## src/rtl/panel_axil_master.sv

```systemverilog
// panel_axil_master: front-panel pulses to single AXI4-Lite read/write transactions
module panel_axil_master #(
  parameter int ADDR_W = 8,
  parameter int DATA_W = 8,
  parameter int TIMEOUT = 255,
  parameter int NIB_W = (DATA_W / 4 > 1) ? $clog2(DATA_W / 4) : 1
) (
  input  logic                  clk,
  input  logic                  reset_n,
  input  logic                  nib_load,
  input  logic [NIB_W-1:0]      nib_idx,
  input  logic [3:0]            nib_data,
  input  logic                  submit,
  input  logic                  mode_pulse,
  output logic [ADDR_W-1:0]     awaddr,
  output logic                  awvalid,
  input  logic                  awready,
  output logic [DATA_W-1:0]     wdata,
  output logic [DATA_W/8-1:0]   wstrb,
  output logic                  wvalid,
  input  logic                  wready,
  input  logic [1:0]            bresp,
  input  logic                  bvalid,
  output logic                  bready,
  output logic [ADDR_W-1:0]     araddr,
  output logic                  arvalid,
  input  logic                  arready,
  input  logic [DATA_W-1:0]     rdata,
  input  logic [1:0]            rresp,
  input  logic                  rvalid,
  output logic                  rready,
  output logic [3:0]            disp_nib,
  output logic [3:0]            mode_led,
  output logic                  busy,
  output logic                  err,
  output logic [1:0]            err_code
);
  localparam int CNT_W = $clog2(TIMEOUT + 1);

  typedef enum logic [2:0] {IDLE, WADDR, WRESP, RADDR, RDATA} state_t;

  state_t state, state_nx;
  logic [CNT_W-1:0] cnt;
  logic [DATA_W-1:0] buffer, buffer_nx, wdata_reg, wdata_nx, rdata_reg, rdata_nx;
  logic [ADDR_W-1:0] addr_reg, addr_nx;
  logic [1:0] mode, mode_nx, err_code_nx;
  logic err_nx, awvalid_nx, wvalid_nx, bready_nx, arvalid_nx, rready_nx;

  assign awaddr = addr_reg;
  assign araddr = addr_reg;
  assign wdata = wdata_reg;
  assign wstrb = '1;

  // Display mux: selected nibble of the last read data
  always_comb begin
    disp_nib = '0;
    for (int i = 0; i < DATA_W / 4; i++)
      if (nib_idx == NIB_W'(i)) disp_nib = rdata_reg[4*i +: 4];
  end

  // Next-state and next-output logic: panel inputs, bus handshakes, timeout abort
  always_comb begin
    state_nx = state;
    buffer_nx = buffer;
    addr_nx = addr_reg;
    wdata_nx = wdata_reg;
    rdata_nx = rdata_reg;
    mode_nx = mode;
    err_nx = err;
    err_code_nx = err_code;
    awvalid_nx = 1'b0;
    wvalid_nx = 1'b0;
    bready_nx = 1'b0;
    arvalid_nx = 1'b0;
    rready_nx = 1'b0;
    if (nib_load) begin
      for (int i = 0; i < DATA_W / 4; i++)
        if (nib_idx == NIB_W'(i)) buffer_nx[4*i +: 4] = nib_data;
    end else if (state == IDLE && submit) begin
      case (mode)
        2'd0: begin
          addr_nx = buffer[ADDR_W-1:0];
          buffer_nx = '0;
        end
        2'd1: begin
          wdata_nx = buffer;
          buffer_nx = '0;
        end
        2'd2: begin
          state_nx = RADDR;
          arvalid_nx = 1'b1;
        end
        default: begin
          state_nx = WADDR;
          awvalid_nx = 1'b1;
          wvalid_nx = 1'b1;
        end
      endcase
      if (mode[1]) begin
        err_nx = 1'b0;
        err_code_nx = 2'b00;
      end
    end else if (state == IDLE && mode_pulse) begin
      mode_nx = mode + 2'd1;
    end
    case (state)
      WADDR: begin
        awvalid_nx = awvalid & ~awready;
        wvalid_nx = wvalid & ~wready;
        if (!awvalid_nx && !wvalid_nx) begin
          state_nx = WRESP;
          bready_nx = 1'b1;
        end
      end
      WRESP: begin
        if (bvalid) begin
          state_nx = IDLE;
          err_nx = |bresp;
          err_code_nx = {1'b0, |bresp};
        end else bready_nx = 1'b1;
      end
      RADDR: begin
        if (arready) begin
          state_nx = RDATA;
          rready_nx = 1'b1;
        end else arvalid_nx = 1'b1;
      end
      RDATA: begin
        if (rvalid) begin
          state_nx = IDLE;
          rdata_nx = rdata;
          err_nx = |rresp;
          err_code_nx = {1'b0, |rresp};
        end else rready_nx = 1'b1;
      end
      default: ;
    endcase
    // A phase that makes no progress by its last allowed cycle is abandoned
    if (state != IDLE && state_nx == state && cnt == CNT_W'(TIMEOUT - 1)) begin
      state_nx = IDLE;
      awvalid_nx = 1'b0;
      wvalid_nx = 1'b0;
      bready_nx = 1'b0;
      arvalid_nx = 1'b0;
      rready_nx = 1'b0;
      err_nx = 1'b1;
      err_code_nx = 2'b10;
    end
  end

  // State, datapath and registered outputs; reset abandons any transaction at once
  always_ff @(posedge clk or negedge reset_n) begin
    if (!reset_n) begin
      state <= IDLE;
      cnt <= '0;
      buffer <= '0;
      addr_reg <= '0;
      wdata_reg <= '0;
      rdata_reg <= '0;
      mode <= 2'd0;
      mode_led <= 4'b0001;
      err <= 1'b0;
      err_code <= 2'b00;
      busy <= 1'b0;
      awvalid <= 1'b0;
      wvalid <= 1'b0;
      bready <= 1'b0;
      arvalid <= 1'b0;
      rready <= 1'b0;
    end else begin
      state <= state_nx;
      cnt <= (state == IDLE || state_nx != state) ? '0 : cnt + 1'b1;
      buffer <= buffer_nx;
      addr_reg <= addr_nx;
      wdata_reg <= wdata_nx;
      rdata_reg <= rdata_nx;
      mode <= mode_nx;
      mode_led <= 4'd1 << mode_nx;
      err <= err_nx;
      err_code <= err_code_nx;
      busy <= state_nx != IDLE;
      awvalid <= awvalid_nx;
      wvalid <= wvalid_nx;
      bready <= bready_nx;
      arvalid <= arvalid_nx;
      rready <= rready_nx;
    end
  end
endmodule

```

## config.mk

```make
export PLATFORM = sky130hd
export DESIGN_NAME = panel_axil_master
export DESIGN_NICKNAME = d
export VERILOG_FILES = /design/src/rtl/panel_axil_master.sv
export SDC_FILE = /design/constraint.sdc
export NUM_CORES = 1
export LEC_CHECK = 0
export ABC_AREA = 1
export CELL_PAD_IN_SITES_DETAIL_PLACEMENT = 0
export CELL_PAD_IN_SITES_GLOBAL_PLACEMENT = 2
export CORE_MARGIN = 3
export CORE_UTILIZATION = 29
export DETAILED_ROUTE_END_ITERATION = 12
export PLACE_DENSITY_LB_ADDON = 0.1
export SETUP_SLACK_MARGIN = 0.02
export SLEW_MARGIN = 20
export SYNTH_ARGS = -nofsm -noshare
export SYNTH_HDL_FRONTEND = slang
export SYNTH_SLANG_ARGS = --single-unit
```

## constraint.sdc

```tcl
create_clock -name clk -period 2.3 [get_ports clk]
set_input_delay 0.46 -clock clk [delete_from_list [all_inputs] [get_ports clk]]
set_output_delay 0.46 -clock clk [all_outputs]
set_load 0.05 [all_outputs]
```

### Word-level counts from Yosys, hierarchy flattened

Index checks and enable logic that the tools add are counted.
W data, S select, Z words.

| word-level totals | value |
|---|---|
| register bits after elaboration | 58 |
| bits of input ports | 27 |
| output and inout bits | 42 |
| word-level logic and storage cells | 113 |

| cells by class | value |
|---|---|
| $add $sub $neg | 2 |
| eq/ne operators | 11 |
| shifts and indexed selects | 1 |
| muxes and demuxes | 54 |
| bitwise logic cells | 5 |
| reductions and logical operators | 23 |

Operators by type and width:

| operator | count |
|---|---|
| $mux W8 | 4 |
| $mux W1 | 25 |
| $mux W3 | 7 |
| $mux W2 | 9 |
| $mux W4 | 3 |
| $pmux W3 S4 | 1 |
| $reduce_and A3 Y1 | 4 |
| $add A8 B1 Y8 const B | 1 |
| $eq A8 B8 Y1 const B | 1 |
| $eq A3 B2 Y1 const B | 2 |
| $pmux W1 S2 | 3 |
| $pmux W3 S2 | 1 |
| $reduce_bool A3 Y1 | 2 |
| $reduce_or A2 Y1 | 3 |
| $logic_and A1 B1 Y1 | 5 |
| $pmux W2 S2 | 1 |
| $reduce_bool A2 Y1 | 2 |
| $shl A1 B2 Y4 const A | 1 |
| $eq A3 B1 Y1 const B | 1 |
| $eq A3 B3 Y1 | 1 |
| $eq A3 B3 Y1 const B | 1 |
| $logic_not A3 Y1 | 1 |
| $ne A3 B3 Y1 | 1 |
| $not A1 Y1 | 3 |
| 11 further kinds | 13 |

### Logic depth before layout (Yosys ltp)

| depth | value |
|---|---|
| depth after elaboration | 14 |
| gate-level depth with buffers | 13 |
| gate-level depth less buffers | 13 |

### Worst setup path after synthesis

Ideal clock, no wire load.

| timing path | value |
|---|---|
| kind | in2out |
| from | in nib_idx |
| to | out disp_nib[0] |
| arrival | 1,736 ps |
| data required time | 1,840 ps |
| path slack | 104 ps |
| stages on the path | 2 |
| path buffers | 1 |
| path through | clkbuf_1 > o21ai_0 |

| on the way | value |
|---|---|
| longest elaborated chain between the ends | 1 |

RTL lines:

| element | RTL line | text |
|---|---|---|
| start: declaration | 11 | `input logic [NIB_W-1:0] nib_idx,` |
| $mux W4 | 58 | `if (nib_idx == NIB_W'(i)) disp_nib = rdata_reg[4*i +: 4];` |
| end: declaration | 32 | `output logic [3:0] disp_nib,` |

No other way between the ends.

### Final worst setup path

| timing path | value |
|---|---|
| from | in nib_idx |
| to | out disp_nib[1] |

Same word-level chain as after synthesis.

==> metrics.cfg <==
[clocking]
cts_tree = done
clock-root-buffer = clkbuf_8
h-tree-depth = 3
postCtsResizedCells = 0
clock_path_buffers = 2
clkSlewWorstSetupHoldPaths_ns = 0.07
post_cts_buffers = 0
ctsHoldBuffers = 0
clock_sinks = 58
numCtsBuffers = 9
clk_latency_ns = 0.33

[finish]
syn_to_final_growth_pct = 37.2
nets = 431
design_area_um2 = 3880
diodes = 0
drive_above_1_share = 0.156
n_fill_cell = 997
stdcell_count = 532

[worst_setup_path]
reg2regPathDepth = 11
worstPathRequired_ns = 1.84
end_kind = output pin
crit_chain = clkdlybuf4s50_1 -> o21ai_0 -> buf_12
r2r_slack_ns = 0.39
crit-reg2reg-launch = state[1]$_DFF_PN0_
slowest_delay_ns = 0.59
path_max_fanout = 9
crit_type = primary input to output pin
worstReg2RegEnd = cnt[7]$_DFF_PN0_
start_kind = primary input
crit_path_top_delay_cell = clkdlybuf4s50_1
critPathArrivalTime_ns = 1.65

[synthesis]
synth-seq-area-share = 0.514
synth_top_family_by_area = simple AND/OR/NAND/NOR gates
synth_edf_count = 0
async_flop_share = 1.00
syn_area_per_cell_um2 = 8.62
yosys.area.top_type_share = 0.504
synth.most_common_cell = nand2_1
ys_ff_latch = 58
ys_types = 32
synth_compound_area_frac = 0.0907
synth-xor-area-share = 0.0186
synth_area_leader_cell = dfrtp_1
synthAdderAreaFrac = 0.0265
synth.area.mux_share = 0
syn_inst = 328
synth.cell_area_um2 = 2830
synth.area.top_cells = dfrtp_1 (50%), nand2_1 (11%), o21ai_0 (6.0%)
syn_nets = 361
synth_flop_cell = dfrtp_1
synthSimpleGateAreaFrac = 0.262
synth.top_cells.by_count = nand2_1 (85), dfrtp_1 (57), inv_1 (39)
yosysWarnings = 0

[timing]
hold_ws_ns = 0.0716
finalCritPeriodShare = 0.918
hold_viol = 0
setup_violations = 0
rsz0062_at_grt = false
max_slew.worst_pin.slew_ns = 0.514
layout_min_cycle_time_ns = 2.11
slew_headroom = 0.657
drv_slew = 0
fin_setup_tns_ns = 0
max_freq_ghz = 0.474
finClkSkew_ns = 0.0104

[power]
power.leakage_nw = 1.80
pwr_density_cell_nw_per_um2 = 602
ir_drop_v = 0.000240

[detailed_routing]
wirelength_mm = 6.47
wl_per_cell_um = 12.2
drtPass1Iterations = 4
vias = 2217
post-route-drc-count = 0
antenna_left = 0
drt_iter0_drc = 51
vias_per_cell = 4.17

[hold_path]
hold_class = primary input to asynchronous set/reset pin

[grt]
antenna_found_initial = 0
grt_pass1_vias = 2372
grt_pass1_wl_mm = 11.2
grt_usage = 0.127
grt_overflow_total = 0
grt_max_degree = 22

[floorplanning]
die_area_um2 = 11000
ios = 69
die_x_um = 105
core-area_um2 = 9370
num_rows = 35
die_h_um = 105
initial_core_util = 0.302

[outcome]
run_status = complete, no violations

[placed_design]
hpwl_mm = 4.86
io_buffers = 67
dpl.cell_count = 516
gp_congestion = 0.734
placed_area_um2 = 3650

[job]
max_cap_viol_count = 0

## placed cells by master (no fill, tap or decap), types with 6 or more instances in the layout
cell / netlist / routed
clkbuf_8: 0 / 11
nor2_2: 11 / 11
nand3_1: 10 / 10
nand3_2: 6 / 6
nand2_1: 85 / 85
ha_1: 6 / 6
inv_1: 39 / 39
clkdlybuf4s50_1: 0 / 62
nand2_2: 6 / 6
dfrtp_1: 57 / 57
nor2_1: 23 / 23
o21ai_0: 34 / 34
## metrics by stage
stage / utilization / worst slack, ns / power [mW]
after global placement: 0.389 / 0.147 / 1.27
after CTS: 0.414 / 0.155 / 2.38
final: 0.414 / 0.188 / 2.34
after floorplan: - / 0.104 / 1.16
after global routing: 0.414 / 0.123 / 2.44
after detailed placement: 0.389 / 0.104 / 1.27
## kinds of logic (layout without fill, tap and decap cells)
logic type / count (synthesis) / after routing
xor gates and xnor gates: 6 / 6
AOI/OAI and AO/OA: 48 / 48
DFF: 58 / 58
and+or+nand+nor: 153 / 153
adders and majority gates: 6 / 6
buffers and inverters: 56 / 131
other: 1 / 1
## power by group
| group | leakage, nW | internal [mW] | switching [mW] | total (mW) |
|---|---|---|---|---|
| combinational | 0.937 | 0.0846 | 0.104 | 0.189 |
| clock | 0.117 | 0.670 | 0.416 | 1.09 |
| sequential | 0.744 | 1.05 | 0.0131 | 1.06 |
## worst max path at each step
stage	to	from	slack, ns
finish	disp_nib[1]	nib_idx	0.19
floorplan	disp_nib[0]	nib_idx	0.10
global route	disp_nib[1]	nib_idx	0.12
CTS	disp_nib[1]	nib_idx	0.15
global placement	disp_nib[1]	nib_idx	0.15
detailed placement	cnt[7]$_DFF_PN0_	nib_load	0.10
## metal layers
layer | track usage | part of all wire
met5 | 0 | 0
met4 | 0.0337 | 0.0097
met3 | 0.0414 | 0.051
met2 | 0.202 | 0.46
met1 | 0.167 | 0.48
## critical path, delay by kind of cell
kind	cells	cell delay, ns
buf+inv	2	0.78
compound gates	1	0.41
## final cells by class
type | count | area [um2] | area share
repair buffers | 72 | 743 | 0.192
flip-flops and latches | 58 | 1450 | 0.375
inverters | 43 | 163 | 0.0419
well taps | 129 | 161 | 0.0416
multi-input cells | 214 | 1130 | 0.291
clock buffers | 12 | 155 | 0.0400
clock inverters | 4 | 73.8 | 0.0190
No activity file was read; power rests on OpenSTA's default activity.
